## src/rtl/pu_scheduler_pkg.sv

```systemverilog
// Shared types and helpers for the PU scheduler: FSM state encoding,
// default PU latency and the requester-id width function.
package pu_scheduler_pkg;

  typedef enum logic [1:0] {
    IDLE  = 2'd0,
    ISSUE = 2'd1,
    DRAIN = 2'd2
  } sched_state_e;

  localparam int PU_LAT_DEFAULT = 2;

  // Width of a requester index; never zero so a single requester still has an id bit.
  function automatic int id_width(input int n);
    return (n > 1) ? $clog2(n) : 1;
  endfunction

endpackage

```

## src/rtl/pu_scheduler_rr_arbiter.sv

```systemverilog
// rr_arbiter: one-hot grant over NREQ requesters. Round-robin with a pointer
// by default; lowest-index fixed priority when PU_SCHED_FIXED_PRIO_EN is defined.
module rr_arbiter
  import pu_scheduler_pkg::*;
#(
  parameter  int NREQ = 4,
  localparam int IDW  = id_width(NREQ)
) (
  input  logic            clk,
  input  logic            rst,
  input  logic            en,
  input  logic [NREQ-1:0] req,
  output logic [NREQ-1:0] gnt,
  output logic [IDW-1:0]  gnt_id
);

`ifdef PU_SCHED_FIXED_PRIO_EN

  always_comb begin
    logic found;
    // NOTE: every comb output gets a default first, so no path leaves it unassigned (no latch).
    gnt    = '0;
    gnt_id = '0;
    found  = 1'b0;
    for (int i = 0; i < NREQ; i++) begin
      if (en && req[i] && !found) begin
        found  = 1'b1;
        gnt[i] = 1'b1;
        gnt_id = IDW'(i);
      end
    end
  end

`else

  logic [IDW-1:0] rr_ptr_q, rr_ptr_d;

  // Search wraps from rr_ptr_q around to rr_ptr_q-1.
  always_comb begin
    logic found;
    gnt    = '0;
    gnt_id = '0;
    found  = 1'b0;
    for (int k = 0; k < NREQ; k++) begin
      int idx;
      idx = int'(rr_ptr_q) + k;
      if (idx >= NREQ) idx = idx - NREQ;
      if (en && req[idx] && !found) begin
        found    = 1'b1;
        gnt[idx] = 1'b1;
        gnt_id   = IDW'(idx);
      end
    end
  end

  always_comb begin
    rr_ptr_d = rr_ptr_q;
    if (|gnt) rr_ptr_d = (gnt_id == IDW'(NREQ - 1)) ? '0 : gnt_id + 1'b1;
  end

  // NOTE: sequential state uses non-blocking assignments only.
  always_ff @(posedge clk or negedge rst) begin
    if (!rst) rr_ptr_q <= '0;
    else      rr_ptr_q <= rr_ptr_d;
  end

`endif

endmodule

```

## src/rtl/pu_scheduler.sv

```systemverilog
// pu_scheduler: arbitrates NREQ operand sets onto one shared PU and tracks
// in-flight issues to tag results. Optional macro: PU_SCHED_FIXED_PRIO_EN.
module pu_scheduler
  import pu_scheduler_pkg::*;
#(
  parameter  int XLEN   = 5,
  parameter  int NREQ   = 4,
  parameter  int PU_LAT = PU_LAT_DEFAULT,
  parameter  int CNTW   = 16,
  localparam int IDW    = id_width(NREQ)
) (
  input  logic                   clk,
  input  logic                   rst,
  input  logic [NREQ-1:0]        req_valid,
  input  logic [NREQ*4*XLEN-1:0] req_data,
  output logic [NREQ-1:0]        req_ready,
  input  logic                   flush,
  output logic [XLEN-1:0]        pu_num1,
  output logic [XLEN-1:0]        pu_num2,
  output logic [XLEN-1:0]        pu_num3,
  output logic [XLEN-1:0]        pu_num4,
  input  logic [XLEN-1:0]        pu_result,
  output logic                   res_valid,
  output logic [IDW-1:0]         res_id,
  output logic [XLEN-1:0]        res_data,
  output logic                   flush_done,
  output logic                   busy,
  output logic [CNTW-1:0]        issue_cnt
);

  sched_state_e state_q, state_d;

  logic                     grant_en, xfer, any_req, pipe_empty;
  logic [NREQ-1:0]          gnt;
  logic [IDW-1:0]           gnt_id;
  logic [4*XLEN-1:0]        sel_set;
  logic [PU_LAT-1:0]        trk_vld_q, trk_vld_d;
  logic [PU_LAT-1:0][IDW-1:0] trk_id_q, trk_id_d;
  logic [CNTW-1:0]          issue_cnt_q, issue_cnt_d;

  assign any_req    = |req_valid;
  assign busy       = |trk_vld_q;
  assign pipe_empty = ~busy;

  rr_arbiter #(.NREQ(NREQ)) u_arb (
    .clk    (clk),
    .rst    (rst),
    .en     (grant_en),
    .req    (req_valid),
    .gnt    (gnt),
    .gnt_id (gnt_id)
  );

  assign xfer      = |gnt;
  assign req_ready = gnt;

  always_ff @(posedge clk or negedge rst) begin
    if (!rst) state_q <= IDLE;
    else      state_q <= state_d;
  end

  always_comb begin
    state_d = state_q;
    unique case (state_q)
      IDLE:    if (flush) state_d = DRAIN;
               else if (any_req) state_d = ISSUE;
      ISSUE:   if (flush) state_d = DRAIN;
               else if (!any_req && pipe_empty) state_d = IDLE;
      DRAIN:   if (pipe_empty && !flush) state_d = IDLE;
      default: state_d = IDLE;
    endcase
  end

  // Grants are also held off while reset is asserted; flush always wins over a request.
  always_comb begin
    grant_en   = rst && !flush &&
                 ((state_q == ISSUE) || ((state_q == IDLE) && any_req));
    flush_done = (state_q == DRAIN) && pipe_empty && !flush;
  end

  // gnt is one-hot or zero, so OR-ing the masked slices selects the granted set.
  always_comb begin
    sel_set = '0;
    for (int i = 0; i < NREQ; i++) begin
      if (gnt[i]) sel_set = sel_set | req_data[i*4*XLEN +: 4*XLEN];
    end
  end

  assign pu_num1 = sel_set[0*XLEN +: XLEN];
  assign pu_num2 = sel_set[1*XLEN +: XLEN];
  assign pu_num3 = sel_set[2*XLEN +: XLEN];
  assign pu_num4 = sel_set[3*XLEN +: XLEN];

  always_comb begin
    trk_vld_d    = '0;
    trk_id_d     = '0;
    trk_vld_d[0] = xfer;
    trk_id_d[0]  = gnt_id;
    for (int i = 1; i < PU_LAT; i++) begin
      trk_vld_d[i] = trk_vld_q[i-1];
      trk_id_d[i]  = trk_id_q[i-1];
    end
    issue_cnt_d = issue_cnt_q + CNTW'(xfer);
  end

  // NOTE: the tracking array is reset as a whole so pre-reset issues never surface as results.
  always_ff @(posedge clk or negedge rst) begin
    if (!rst) begin
      trk_vld_q   <= '0;
      trk_id_q    <= '0;
      issue_cnt_q <= '0;
    end else begin
      trk_vld_q   <= trk_vld_d;
      trk_id_q    <= trk_id_d;
      issue_cnt_q <= issue_cnt_d;
    end
  end

  assign res_valid = trk_vld_q[PU_LAT-1];
  assign res_id    = trk_id_q[PU_LAT-1];
  assign res_data  = pu_result;
  assign issue_cnt = issue_cnt_q;

endmodule
```

## config.mk

```make
export PLATFORM = sky130hd
export DESIGN_NAME = pu_scheduler
export DESIGN_NICKNAME = d
export VERILOG_FILES = /design/src/rtl/pu_scheduler_pkg.sv /design/src/rtl/pu_scheduler_rr_arbiter.sv /design/src/rtl/pu_scheduler.sv
export SDC_FILE = /design/constraint.sdc
export NUM_CORES = 1
export LEC_CHECK = 0
export CORE_MARGIN = 3
export CORE_UTILIZATION = 36
export DETAILED_ROUTE_END_ITERATION = 6
export PLACE_DENSITY = 0.83
export SETUP_SLACK_MARGIN = 0.4
export SKIP_CTS_REPAIR_TIMING = 1
export SLEW_MARGIN = 0
export SYNTH_ARGS = -nofsm -noshare
export SYNTH_HDL_FRONTEND = slang
export SYNTH_SLANG_ARGS = --single-unit
export TNS_END_PERCENT = 30
```

## constraint.sdc

```tcl
create_clock -name clk -period 4.05 [get_ports clk]
set_input_delay 0.6075 -clock clk [delete_from_list [all_inputs] [get_ports clk]]
set_output_delay 0.6075 -clock clk [all_outputs]
set_load 0.01 [all_outputs]
```

==> results by group <==
CTS
  – Clock slew at reported path FFs: approximately 80 ps
  – TritonCTS buffer count: 3
  – Clock buffer depth: 2
  – CTS H-tree lvls: 1
  – CTS tree: built
  – Clock Latency Late Sink: 270 ps
  – CTS Sinks: 26
  – Clock Tree Root: clkbuf_8

Logic synthesis
  – Commonest cells in the netlist: 54 x nand2_1, 26 x dfrtp_1, 20 x a222oi_1
  – Synth Area in Simple Gates: approximately 22%
  – FFs w/ async S/R, synth: between 90% and 100%
  – Average size of a mapped cell: around 9.0 um^2
  – Count leader, synth: nand2_1
  – Adder-Cell Fraction of Synth Area: between 5 and 6%
  – Yosys cell types: 46
  – Synth Area in XOR/XNOR: under 10%
  – Synth warnings: 0
  – Compound-Gate Fraction of Synth Area: 21.99%
  – Top FF cell, synth: dfrtp_1
  – Post-synthesis mux area share: 4.138%
  – Ranking of synthesized cells by area: dfrtp_1 32%, nand2_1 10%, a222oi_1 9.9%, ha_1 5.6%, xnor2_1 4.8%
  – Synth area leader: dfrtp_1
  – Gate Count Post-Synth: 224
  – Register area share after synthesis: 32.12%
  – Synth Cell Area: about 0.002 mm^2
  – EDFF count, synth: 0
  – Syn Nets: around 330
  – Largest family of logic cells by synthesized area: simple AND/OR/NAND/NOR gates
  – Yosys reg bits: 26
  – Share of the synthesized area in the top cell type: 32.12%

Placed design
  – I/O Buffers: about 130
  – Inst Count DP: 419
  – Pre-CTS setup slack: -3.978 ps
  – Post-DP HPWL: ~5.6 mm
  – GPL Wtd Cong: just over 0.8

Finish
  – Post-layout util: about three quarters
  – Register area: between 600 and 700 um^2
  – Number of fill cells: about 360
  – Area grow syn2layout: 94.94%
  – Nets: 484
  – Fin cells: roughly 450
  – Footprint of the multi-input gates: between 0.001 and 0.0015 mm^2
  – Layout cell share with drive strength beyond 1: about a fifth
  – # diodes: 0

Detailed routing
  – Drt pass-1 iters: 7
  – Mean routed wirelength per cell: between 15 and 20 um
  – Iteration-0 DRC Markers: approximately 230
  – Number of routed nets with antenna violations: 0
  – WL final: roughly 8.3 mm
  – Via Count: roughly 2500
  – Drt drc: 0
  – Vias per cell: ~5.5

STA
  – Tcrit/Tclk final: roughly 93%
  – Setup WS post-layout: 267.4 ps
  – Max Fclk: 0.2644 GHz
  – Slew HR: 66.23%
  – Final min period: about 3800 ps
  – Fin. Hold Viols: 0
  – Actual slew at the worst max-slew pin: between 500 and 600 ps
  – Max-slew violation count: 0
  – Final setup TNS: 0 ps
  – Clk_skew: just under 1 ps
  – RSZ-0062 raised after global routing: yes
  – Final setup vio count: 0
  – Worst hold slack: 357.5 ps

Power
  – Cell Pwr Density: around 430 mW/mm^2
  – Combinational share of power: between 60% and 70%
  – Sw Pwr: around 0.00064 W
  – Internal: 0.001038 W
  – Flop pwr share: 19.8%
  – Switching part of the total: roughly two fifths
  – Worst vdd ir: between 0.0004 and 0.0005 V
  – Clock power share: between 10% and 20%
  – Leakage power: 1.982 nW

Floorplanning
  – Initial Utilization: 38.44%
  – Die W: roughly 81 um
  – Die Y: 81.01 um
  – Core box area: about 0.0053 mm^2
  – I/O pin count: 142
  – Std cell rows: 26
  – Die Footprint: ~0.0066 mm^2

GRT
  – First-pass GRT wire length: between 10 and 15 mm
  – Met2 GRT Util: 36.04%
  – Largest net degree at the start of global routing: 27
  – Met3 usage: roughly 4.3%
  – Tot GR Track Use: roughly 20%
  – GR met1 Demand/Resource: between 20% and 30%
  – Vias in the first global route: ~2200
  – Initial antenna violation count: 0
  – Global route hottest layer: met2
  – Grt total ovfl: 0

Critical path
  – CP Data Arrival Time: 3180 ps
  – Critical Path Start Type: flip-flop
  – CP Capture Type: output pin
  – Setup Crit Path Kind: reg -> out
  – Worst path required time: 3440 ps
  – Worst Path Max Fanout: 11
  – Worst reg-to-reg path cell count: 15

Hold path
  – Worst Hold Class: reg -> reg
  – Hold Crit Depth: 0

Run
  – Maxcap violations: 0

Outcome
  – Status: finished, final reports clean
==> final cells by class <==
type                       instances  area share, %
inverter                           5         0.5387
clock inverter                     1         0.7605
sequential                        26          16.48
clock buffer                       3          1.046
timing repair buffer             173          45.03
tap                               70          2.218
multi-input combinational        174          33.94
==> critical path, stage by stage (launching register included) <==
cell and delay [ps]:
dfrtp_1 440, inv_4 60, ha_4 290, or3b_4 380, a2111o_1 470, o21ai_4 160, a221oi_2 140, a21oi_2 250
buf_12 170, clkdlybuf4s50_1 550
==> metrics by stage <==
step / instance area (um^2) / power [W]
finish: 3949 / 0.001681
floorplan: 2026 / 0.0008224
detailed placement: 3442 / 0.001171
global route: 3949 / 0.001768
CTS: 3513 / 0.001387
global placement: 3442 / 0.001152
==> sequential cells by signal, summed over array words and instances, names as in the netlist, named ones only <==
register	flops
u_arb.rr_ptr_q	1
trk_vld_q	2
issue_cnt	16
res_id	2
trk_id_d	2
state_q	2
==> metal layers <==
layer  share of wire, %  vias to the layer above
met1                 37                     1202
met4                2.1                        0
met2                 53                      124
met3                7.1                       16
li1                   -                     1151
met5                  0                        -
==> power groups by stage <==
| stage | Clock, W | Combinational (W) | Sequential [W] |
|---|---|---|---|
| 2_1_floorplan | 0 | 0.000478 | 0.000344 |
| 3_3_place_gp | 0 | 0.000820 | 0.000331 |
| 3_5_place_dp | 0 | 0.000839 | 0.000332 |
| 4_1_cts | 0.000216 | 0.000843 | 0.000328 |
| 5_1_grt | 0.000230 | 0.00120 | 0.000338 |
| 6_report | 0.000211 | 0.00114 | 0.000333 |
==> cell usage in the layout, fill, tap and decap left out, drive strengths merged, types with 2 or more instances in the layout <==
master and count:
mux2i 5, o31ai 2, a21oi 9, inv 5, nor2b 2, ha 9
clkbuf 8, xor2 4, nor2 13, a211oi 2, nand2 54, or4 2
a2bb2oi 2, nand4 3, and3 5, a221oi 6, buf 44, nor4b 2
clkdlybuf4s50 106, a222oi 20, xnor2 11, dfrtp 26, nand3 5, dlymetal6s2s 18
o21ai 3
==> cell families (layout without fill, tap and decap cells) <==
kind of cell    count (synthesis)  count (layout)
simple gates                   95              95
compound gates                 48              48
flops                          26              26
buf+inv                        24             182
xor+xnor                       15              15
fa+ha+maj                       9               9
mux                             7               7
==> worst paths after layout <==
check                             from       endpoint  slack, ps
setup reg to reg             flip-flop  issue_cnt[12]        430
setup / recovery             flip-flop   req_ready[0]        270
min in group asynchronous          rst   trk_vld_q[0]        800
max in group asynchronous          rst      res_id[0]       3010
hold reg to reg            trk_id_d[3]      res_id[1]        360
hold / removal             trk_id_d[3]      res_id[1]        360
Power figures use the tool's default switching activity.
==> variant: new RTL, config.mk and constraints unchanged <==
The option `PU_SCHED_FIXED_PRIO_EN` is turned on by a define.
--- a/src/rtl/pu_scheduler_rr_arbiter.sv
+++ b/src/rtl/pu_scheduler_rr_arbiter.sv
@@ -1,4 +1,6 @@
 // rr_arbiter: one-hot grant over NREQ requesters. Round-robin with a pointer
 // by default; lowest-index fixed priority when PU_SCHED_FIXED_PRIO_EN is defined.
+`define PU_SCHED_FIXED_PRIO_EN
+
 module rr_arbiter
   import pu_scheduler_pkg::*;
Formal check against the unedited RTL: not equivalent (Yosys sat finds a counterexample within 4 cycles, from zero or initial values and one cycle with rst low).
==> variant against the original RTL <==
Via count decreased by 20%; utilization is 2.0 points lower; register-to-register slack improved by 1.6 ns; setup slack better by 0.39 ns; sequential cell count decreased by 2; design area shrank 22%; final cell count down 19%; synthesized cell count decreased by 15%; synthesized area shrank 19%; routed wire length shrank 25%; critical path type is now in2out; critical path depth shrank 3; largest cell class unchanged.
Power is not compared: it rests on default switching activity, and its combinational part moved more than twofold at a synthesized area within 25%.
==> variant: results (changes against the original RTL) <==
worst setup path end pu_num1[4]; Worst Path Max Fanout 9 (-2); Post-Syn Nets 284 (-13%); number of antenna repair diodes 0 (unchanged); number of detailed-routing iterations run before antenna repair 4 (-3); Setup crit start kind input pin; count of warnings emitted by yosys 0 (unchanged); clock latency on the worst-skew pair 0.26 ns; largest cells by area after synthesis sky130_fd_sc_hd__dfrtp_1 (36%), sky130_fd_sc_hd__a22oi_1 (9.1%), sky130_fd_sc_hd__nand3_1 (7.9%), sky130_fd_sc_hd__nand4_1 (6.4%), sky130_fd_sc_hd__o211ai_1 (6.4%); fill cell instance count of the final layout 331 (-6.8%); ratio of cells with drive above 1 in the final layout 6.051% (-15 points); count of cells along the worst register-to-register path 8 (-7); global-route wire length before repair 9425 µm (-11%); max-cap violations 0 (unchanged); Post-layout nets 409 (-15%); Final Worst Setup Slack 0.6564 ns (+0.3891 ns); maximum number of pins on one net before global-route repair 26 (-3.7%); Total Wirelength 6192 µm (-25%); slack of the worst reg-to-reg path 2.00 ns (+1.57 ns); violation count after the first detailed-route iteration 150 (-35%); outcome complete, no violations; worst setup skew after layout 0.005849 ns (+0.004859 ns); Max-Slew Margin vs Limit 73.37% (+7.1 points); vias in the first global route 1985 (-11%); worst voltage drop across the vdd grid 0.0001656 V; Place WS 0.6762 ns (+0.6802 ns); combined global-route utilization of all metal layers 22.02% (+1.9 points); gpl congestion 0.7649 (-6.6%); detailed-route vias per instance 5.453 (-1.1%); half-perimeter wire length after detailed placement 4836 µm (-14%); share of synthesized area occupied by flip-flops and latches 36.42% (+4.3 points); Critical R2R Capture issue_cnt[14]; distinct cell type count after synthesis 29 (-37%)
-- variant: layer usage --
| metal | up-vias | routed length [µm] | global-route usage, % | part of all wire [%] |
|---|---|---|---|---|
| li1 | 970 | - | - | - |
| met1 | 935 | 2550 | 27.44 | 41 |
| met2 | 72 | 3262 | 39.27 | 53 |
| met3 | 8 | 310 | 4.241 | 5.0 |
| met4 | 0 | 68 | 4.225 | 1.1 |
| met5 | - | 0 | 0 | 0 |
-- variant: worst max-delay path, stage by stage --
cell	delay (ns)
sky130_fd_sc_hd__clkdlybuf4s50_1	0.51
sky130_fd_sc_hd__nor3b_4	0.37
sky130_fd_sc_hd__buf_4	0.22
sky130_fd_sc_hd__nand3_1	0.22
sky130_fd_sc_hd__o221ai_1	0.27
sky130_fd_sc_hd__clkdlybuf4s50_1	0.57
-- variant: report_power, final --
part / switching, mW / leakage (nW) / internal, mW
sequential: 0.0309 / 0.313 / 0.266
clock: 0.0741 / 0.0357 / 0.132
combinational: 0.0941 / 0.867 / 0.162
-- variant: per-stage QoR --
step	instance area, µm²	std cells	utilization (%)	hold slack [ns]
floorplan	1649	190	-	0.3119
global placement	2994	360	71.26	0.3352
detailed placement	2994	360	71.26	0.3347
CTS	3065	364	72.96	0.3550
global route	3065	364	72.96	0.3606
finish	3065	364	72.96	0.3533
-- variant: kinds of logic (layout without fill, tap and decap cells) --
kind of cell / after synthesis / count (layout) / synth area share (%)
AOI/OAI and AO/OA: 45 / 45 / 20.56
xor gates and xnor gates: 14 / 14 / 7.435
DFF: 24 / 24 / 36.42
and+or+nand+nor: 74 / 74 / 24.73
adders and majority gates: 2 / 2 / 1.517
buffers and inverters: 31 / 155 / 9.332
-- variant: cell type report --
cell class	instances	share of cell area, %
well taps	50	2.041
multi-input cells	135	29.59
clock inverters	1	0.9796
flip-flops and latches	24	19.59
inverters	10	1.224
repair buffers	141	45.22
clock buffers	3	1.347
-- variant: worst min path at each step --
stage | start | to | slack (ns) | cells past startpoint
2_1_floorplan | rst | issue_cnt[0] | 0.31 | 0
3_3_place_gp | trk_id_d[2] | res_id[0] | 0.34 | 0
3_5_place_dp | trk_id_d[3] | res_id[1] | 0.33 | 0
4_1_cts | trk_id_d[3] | res_id[1] | 0.36 | 0
5_1_grt | trk_id_d[3] | res_id[1] | 0.36 | 0
6_report | trk_id_d[3] | res_id[1] | 0.35 | 0
